## src/rtl/mem_access_stage.sv

```systemverilog
// MEM stage: word loads/stores over a req/ack data bus, results to MEM_WB.
// Latency 1 for ALU ops, >=2 for memory ops; mem_stall holds EX/MEM while an access is outstanding.
module mem_access_stage #(
    parameter int TIMEOUT_CYCLES = 16
) (
    input  logic        clk,
    input  logic        rst_n,
    input  logic        ex_valid,
    input  logic        ex_mem_read,
    input  logic        ex_mem_write,
    input  logic [31:0] ex_alu_out,
    input  logic [31:0] ex_store_data,
    input  logic [4:0]  ex_dest_reg,
    input  logic [1:0]  ex_wb_ctrl,
    input  logic        mem_flush,
    output logic        mem_stall,
    output logic        dmem_req,
    output logic        dmem_we,
    output logic [31:0] dmem_addr,
    output logic [31:0] dmem_wdata,
    input  logic        dmem_ack,
    input  logic [31:0] dmem_rdata,
    output logic [31:0] memory_data,
    output logic [31:0] ALU_Output,
    output logic [4:0]  destination_reg,
    output logic [1:0]  control_signals,
    output logic        pwrite4,
    output logic        mem_fault
);

    localparam int CW = (TIMEOUT_CYCLES > 2) ? $clog2(TIMEOUT_CYCLES) : 1;

    typedef enum logic {IDLE, ACCESS} state_t;

    state_t        state, state_nxt;
    logic [CW-1:0] cnt, cnt_nxt;

    logic        op_load;
    logic [4:0]  op_dest;
    logic [1:0]  op_ctrl;
    logic        kill;

    logic start, alu_done, bad_req, acc_done, acc_timeout, kill_eff, is_mem, bad;

    assign is_mem   = ex_mem_read | ex_mem_write;
    // Both directions at once is illegal; misalignment only matters for real accesses.
    assign bad      = (ex_mem_read & ex_mem_write) | (ex_alu_out[1:0] != 2'b00);
    assign kill_eff = kill | mem_flush;

    always_comb begin
        state_nxt   = state;
        cnt_nxt     = cnt;
        start       = 1'b0;
        alu_done    = 1'b0;
        bad_req     = 1'b0;
        acc_done    = 1'b0;
        acc_timeout = 1'b0;
        case (state)
            IDLE: begin
                if (ex_valid && !mem_flush) begin
                    if (!is_mem) begin
                        alu_done = 1'b1;
                    end else if (bad) begin
                        bad_req = 1'b1;
                    end else begin
                        start     = 1'b1;
                        state_nxt = ACCESS;
                        cnt_nxt   = '0;
                    end
                end
            end
            ACCESS: begin
                if (dmem_ack) begin
                    acc_done  = 1'b1;
                    state_nxt = IDLE;
                end else if (cnt == CW'(TIMEOUT_CYCLES - 1)) begin
                    acc_timeout = 1'b1;
                    state_nxt   = IDLE;
                end else begin
                    cnt_nxt = cnt + 1'b1;
                end
            end
            default: state_nxt = IDLE;
        endcase
    end

    always_ff @(posedge clk or negedge rst_n) begin
        if (!rst_n) begin
            state <= IDLE;
            cnt   <= '0;
        end else begin
            state <= state_nxt;
            cnt   <= cnt_nxt;
        end
    end

    assign mem_stall = (state == ACCESS);
    assign dmem_req  = (state == ACCESS);

    always_ff @(posedge clk or negedge rst_n) begin
        if (!rst_n) begin
            op_load         <= 1'b0;
            dmem_we         <= 1'b0;
            dmem_addr       <= '0;
            dmem_wdata      <= '0;
            op_dest         <= '0;
            op_ctrl         <= '0;
            kill            <= 1'b0;
            memory_data     <= '0;
            ALU_Output      <= '0;
            destination_reg <= '0;
            control_signals <= '0;
            pwrite4         <= 1'b0;
            mem_fault       <= 1'b0;
        end else begin
            pwrite4   <= 1'b0;
            mem_fault <= 1'b0;
            if (start) begin
                op_load    <= ex_mem_read;
                dmem_we    <= ex_mem_write;
                dmem_addr  <= ex_alu_out;
                dmem_wdata <= ex_store_data;
                op_dest    <= ex_dest_reg;
                op_ctrl    <= ex_wb_ctrl;
            end
            // A flushed access still finishes on the bus, it just retires silently.
            if (acc_done || acc_timeout) begin
                kill <= 1'b0;
            end else if (state == ACCESS && mem_flush) begin
                kill <= 1'b1;
            end
            if (alu_done) begin
                pwrite4         <= 1'b1;
                memory_data     <= '0;
                ALU_Output      <= ex_alu_out;
                destination_reg <= ex_dest_reg;
                control_signals <= ex_wb_ctrl;
            end
            if (bad_req || (acc_timeout && !kill_eff)) begin
                mem_fault <= 1'b1;
            end
            if (acc_done && !kill_eff) begin
                pwrite4         <= 1'b1;
                memory_data     <= op_load ? dmem_rdata : 32'h0;
                ALU_Output      <= dmem_addr;
                destination_reg <= op_dest;
                control_signals <= op_ctrl;
            end
        end
    end

endmodule
```

## config.mk

```make
export PLATFORM = sky130hd
export DESIGN_NAME = mem_access_stage
export DESIGN_NICKNAME = d
export VERILOG_FILES = /design/src/rtl/mem_access_stage.sv
export SDC_FILE = /design/constraint.sdc
export NUM_CORES = 1
export LEC_CHECK = 0
export CAP_MARGIN = 25
export CORE_MARGIN = 3
export CORE_UTILIZATION = 40
export DETAILED_ROUTE_END_ITERATION = 7
export PLACE_DENSITY = 0.89
export RECOVER_POWER = 100
export SYNTH_ARGS = -nofsm -noshare
export SYNTH_HDL_FRONTEND = slang
export SYNTH_SLANG_ARGS = --single-unit
```

## constraint.sdc

```tcl
create_clock -name clk -period 1.98 [get_ports clk]
set_input_delay 0.396 -clock clk [delete_from_list [all_inputs] [get_ports clk]]
set_output_delay 0.396 -clock clk [all_outputs]
set_load 0.05 [all_outputs]
```

==> flow_summary.toml, run 1 <==
[status]
status = "finished, final reports clean"

[routing]
drt-total-wl_um = 20200
firstDrtPassIters = 5
drtIter0Drc = 325
drc = 0
num_vias = 5589
ant_nets = 0
post_drt_via_cell_ratio = 5.34
avgRoutedWirePerCell_um = 19.3

[power]
power_switching_share = 0.396
p_sw_mw = 4.59
total_power_mw = 11.6
p_comb_frac = 0.352
leakagePower_nw = 4.49
worst_ir_drop_vdd_uv = 806
clkPwrFrac = 0.288
powerDensity_nw_per_um2 = 1210
p_int_mw = 7.01
power_frac_seq = 0.360

[global_routing]
grt_pass1_wl_um = 31400
grt_remaining_overflow = 0
grtUsageMet1 = 0.277
antenna_found_initial = 0
grt.total_usage = 0.220
grt_max_degree = 61
grt_pass1_vias = 5761
use_met3 = 0.0818
use_met2 = 0.361
grt-busiest-layer = "met2"

[setup_path]
r2r_setup_slack_ns = 0.04
worstPathArrival_ns = 2.23
cp-end-kind = "register"
critPathKind = "register to register"
required_ns = 2.27
startpoint_type = "register"
path_max_fanout = 18

[timing]
slew_viol_final = 0
finalWorstPathRequiredPeriod_ns = 1.94
worstMarginPinSlew_ns = 0.800
skew_ns = 0.00751
rsz0062_at_grt = "no"
tns_ns = 0
hold_viol = 0
setup_viol = 0
slew_headroom = 0.467
max_freq_mhz = 516
period_share = 0.978

[yosys]
synthMuxAreaShare = 0.155
syn_inst = 567
synth_top_family_by_area = "multiplexers"
avgSynthCellArea_sq_um = 11.6
yosysWarnings = 0
synth_seq_cells = 152
yosysTopAreaCell = "dfrtp_1"
yosys.area_share.simple = 0.0870
ys_types = 34
netlist_top_cells_area = "dfrtp_1 (58%), mux2_4 (13%), o21ai_0 (5.5%), a31oi_1 (3.9%), a21oi_1 (3.2%)"
synth_top_area_share = 0.579
syn-num-nets = 678
synthesis.area_sq_um = 6570
synth_compound_area_frac = 0.136
yosysSeqAreaShare = 0.579
synth-xor-area-share = 0.00133
synth_fa_ha_area_frac = 0.00190

[die]
die_h_um = 134
die_w_um = 134
io_pins = 250
coreArea_sq_um = 16000
initial_core_util = 0.411
rows = 46
dieArea_sq_um = 18000

[layout]
layout_common_cells = "dfrtp_1 (151), clkdlybuf4s50_1 (107), dlygate4sd2_1 (89)"
finalNonFillerCells = 1047
fillCellCount = 1358
multi_input_area_sq_um = 2520
regArea_sq_um = 3800
area_delta_synth_final_pct = 46.4
mostFrequentLayoutCell = "dfrtp_1"
nets = 929
insertedDiodeCount = 0
final_core_util = 0.601
layout-drive-gt1-share = 0.168
stdcell_area_sq_um = 9620

[clock_tree]
cts-buffers-inserted = 17
cts.path.max_buffers = 2
cts.clk_slew.worst_paths_ns = 0.06
cts-root-buf = "clkbuf_16"
cts_tree = "built"
htree_levels = 4
cts_sinks = 152
clk_latency_ns = 0.41

[place]
place_inst = 1012
postPlaceCellArea_sq_um = 9430
port_buffers = 249
dp_hpwl_um = 14000
place.gp.congestion = 0.782

[worst_hold_path]
hp-class = "input pin to register"

[run]
max_cap_viol_count = 0
-- metal layers --
layer  part of all wire  up-vias
met5                  0        -
met4              0.013        0
met3               0.10       20
met2               0.48      315
met1               0.40     2738
li1                   -     2516
-- metrics by stage --
step	hold WS (ns)	worst slack (ns)
floorplan	0.100	-0.284
global placement	0.298	-0.454
detailed placement	0.298	-0.468
CTS	0.432	0.000374
global route	0.470	0.00605
finish	0.450	0.0426
-- worst paths after layout --
path                                from              end  cells past startpoint
hold / removal                 mem_flush             kill                      4
max in group asynchronous          rst_n         dmem_req                      3
min in group asynchronous          rst_n  memory_data[12]                      2
setup / recovery                dmem_req     dmem_addr[6]                      4
setup reg to reg                dmem_req     dmem_addr[6]                      4
hold reg to reg            dmem_wdata[6]    dmem_wdata[6]                      1
-- cells in the mapped netlist --
cell,count
mux2i_1,1
dfrtp_1,152
nand4bb_1,1
nor4bb_1,1
mux2_4,55
o31ai_1,2
ha_1,1
clkbuf_1,40
o22a_1,1
o32ai_1,1
buf_4,1
nand2b_1,2
nand3_1,34
buf_2,2
and2_1,2
or3_4,1
o21ai_0,72
a21oi_1,42
a31o_2,1
a31oi_1,41
a32o_1,2
and3_1,1
or3b_1,1
buf_6,8
nor3_1,1
or4_1,1
or2_2,2
xnor2_1,1
nor3b_1,2
inv_1,1
o21a_1,1
nand2_1,32
nor2_1,45
mux2_2,16
-- logic make-up after synthesis --
| logic type | Yosys count |
|---|---|
| buffers and inverters | 52 |
| flip-flops | 152 |
| multiplexers | 72 |
| AO/OA/AOI/OAI | 163 |
| adder cells (fa/ha/maj) | 1 |
| XOR/XNOR | 1 |
| AND/OR/NAND/NOR | 126 |
-- what timing repair did --
action,in CTS,in global routing
hold buffers,1,0
pin swaps,1,1
buffers inserted,0,2
resized for setup,90,36
hold endpoints to repair,30,0
setup endpoints to repair,142,52
gates cloned,0,0
-- worst max-delay path, stage by stage, from the launching register on --
cell and delay, ns:
dfrtp_2 0.41, or3b_4 0.39, or3_4 0.47, buf_8 0.21, mux2_1 0.33
-- power by group through the flow --
stage	Combinational [mW]	Clock, mW	Sequential [mW]
after floorplan	0.852	0	6.17
after global placement	4.53	0	4.20
after detailed placement	4.61	0	4.22
after CTS	4.32	3.40	4.17
after global routing	4.26	3.54	4.24
final	4.08	3.34	4.17
-- area by class of cell --
type	count	area share
inverter	1	0.000390
sequential	152	0.396
clock inverter	14	0.0178
tap	216	0.0281
timing repair buffer	283	0.250
multi-input combinational	363	0.262
clock buffer	18	0.0457
Note: power is estimated with default switching activity, not from simulation.
==> inputs of run 2 (changes only) <==
==> constraint.sdc (replaced) <==
create_clock -name clk -period 1.98 [get_ports clk]
set_input_delay 0.297 -clock clk [delete_from_list [all_inputs] [get_ports clk]]
set_output_delay 0.297 -clock clk [all_outputs]
set_load 0.05 [all_outputs]
==> run 2 against run 1 <==
- clock-buffer cell count increased by 2
- clock power decreased by 3%
- via count decreased by 1.6%
- flip-flop and latch count unchanged
- cell count decreased by 0.86%
- register-to-register slack improved by 0.02 ns
- clock skew increased by 0.0022 ns
- highest routed layer unchanged
- global-route usage decreased by 0.11 points
- first-iteration DRC count decreased by 0.92%
- sequential power about the same
- core utilization increased by 0.77 points
- sequential share of layout area decreased by 0.50 points
==> flow_summary.toml, run 2 (synthesis gave the netlist of run 1 again) <==
[status]
status = "finished, final reports clean"

[setup_path]
worstPathCellList = "clkdlybuf4s50_1"
critPathMaxStageDelay_ns = 0.84
required_ns = 1.68
startpoint_type = "register"
crit_cells = 1
path_max_fanout = 3
critical_path.top_delay_family = "buffers and inverters"
cp_slowest_cell = "clkdlybuf4s50_1"
cp_num_buf_inv = 1
worstSetupStartpoint = "dmem_addr[3]"
r2r_cells = 4
worstPathArrival_ns = 1.64
cp-end-kind = "primary output"
critPathKind = "register to primary output"
worstReg2RegStart = "dmem_req"

[timing]
hold_viol = 0
rsz0062_at_grt = "no"
slew_viol_final = 0
fin_hold_ws_ns = 0.405
setup_viol = 0
worstMarginPinSlew_ns = 0.803
skew_ns = 0.00966
finalWorstPathRequiredPeriod_ns = 1.93
period_share = 0.977
max_freq_mhz = 517
slew_headroom = 0.465

[power]
powerDensity_nw_per_um2 = 1210
leakagePower_nw = 4.11
worst_ir_drop_vdd_uv = 847

[clock_tree]
cts.path.max_buffers = 2
cts_setup_buffers = 0
cts_tree = "built"
cts-buffers-inserted = 17
cts.clk_slew.worst_paths_ns = 0.07
clk_latency_ns = 0.42
cts-root-buf = "clkbuf_16"
htree_levels = 4
cts_sinks = 152

[global_routing]
grt-busiest-layer = "met2"
grt.total_usage = 0.219
use_met2 = 0.365
grt_remaining_overflow = 0
grt_pass1_wl_um = 30900
grtUsageMet1 = 0.260
grt_max_degree = 72
antenna_found_initial = 0
use_met3 = 0.0833
grt_pass1_vias = 5837

[layout]
final_core_util = 0.609
area_delta_synth_final_pct = 48.2
layout_common_cells = "clkdlybuf4s50_1 (235), dfrtp_1 (151), o21ai_0 (72)"
nets = 920
mostFrequentLayoutCell = "clkdlybuf4s50_1"
layout-drive-gt1-share = 0.108
insertedDiodeCount = 0

[routing]
num_vias = 5497
post_drt_via_cell_ratio = 5.30
drc = 0
avgRoutedWirePerCell_um = 19.1
drt-total-wl_um = 19800
drtIter0Drc = 322
firstDrtPassIters = 4
ant_nets = 0

[die]
io_pins = 250
dieArea_sq_um = 18000
initial_core_util = 0.411
die_w_um = 134
die_h_um = 134
coreArea_sq_um = 16000
rows = 46

[place]
port_buffers = 249
place.gp.congestion = 0.750
dp_hpwl_um = 13500

[worst_hold_path]
hp-class = "input pin to async pin"

[run]
max_cap_viol_count = 0
## run 2: final timing paths
check | endpoint | slack, ns
max | dmem_addr[3] | 0.05
min | memory_data[12] | 0.41
max reg2reg | dmem_addr[24] | 0.06
min reg2reg | dmem_wdata[26] | 0.51
max in group asynchronous | op_dest[2] | 0.35
min in group clk | memory_data[13] | 0.46
## run 2: metal layers
layer	wire length (um)	up-vias
met5	0	-
met3	1980	20
li1	-	2498
met4	266	0
met2	9480	262
met1	8060	2717
## run 2: what timing repair did
action                     CTS  global route
gates resized for setup      3             5
setup endpoints to repair    3             5
hold buffers                 1             0
hold endpoints to repair    49             0
## run 2: where the power goes
part / internal (mW) / switching, mW
Sequential: 3.74 / 0.427
Clock: 1.91 / 1.34
Combinational: 1.53 / 2.84
## run 2: final cells by class
class | count | area [sq um]
multi-input combinational | 363 | 2380
inverter | 1 | 3.75
clock inverter | 12 | 140
tap | 216 | 270
timing repair buffer | 274 | 2690
sequential | 152 | 3800
clock buffer | 20 | 447
fill | 1311 | 6260
## run 2: metrics by stage
stage / cell area, sq um / std cells / setup TNS (ns) / worst slack [ns] / power (mW)
after floorplan: 6580 / 567 / -18.42 / -0.284 / 7.02
after global placement: 9400 / 1005 / -24.36 / -0.280 / 8.75
after detailed placement: 9400 / 1005 / -27.32 / -0.310 / 8.84
after CTS: 9990 / 1038 / 0 / 0.00270 / 12.1
after global routing: 9740 / 1038 / 0 / 0.00133 / 12.2
final: 9740 / 1038 / 0 / 0.0460 / 11.8
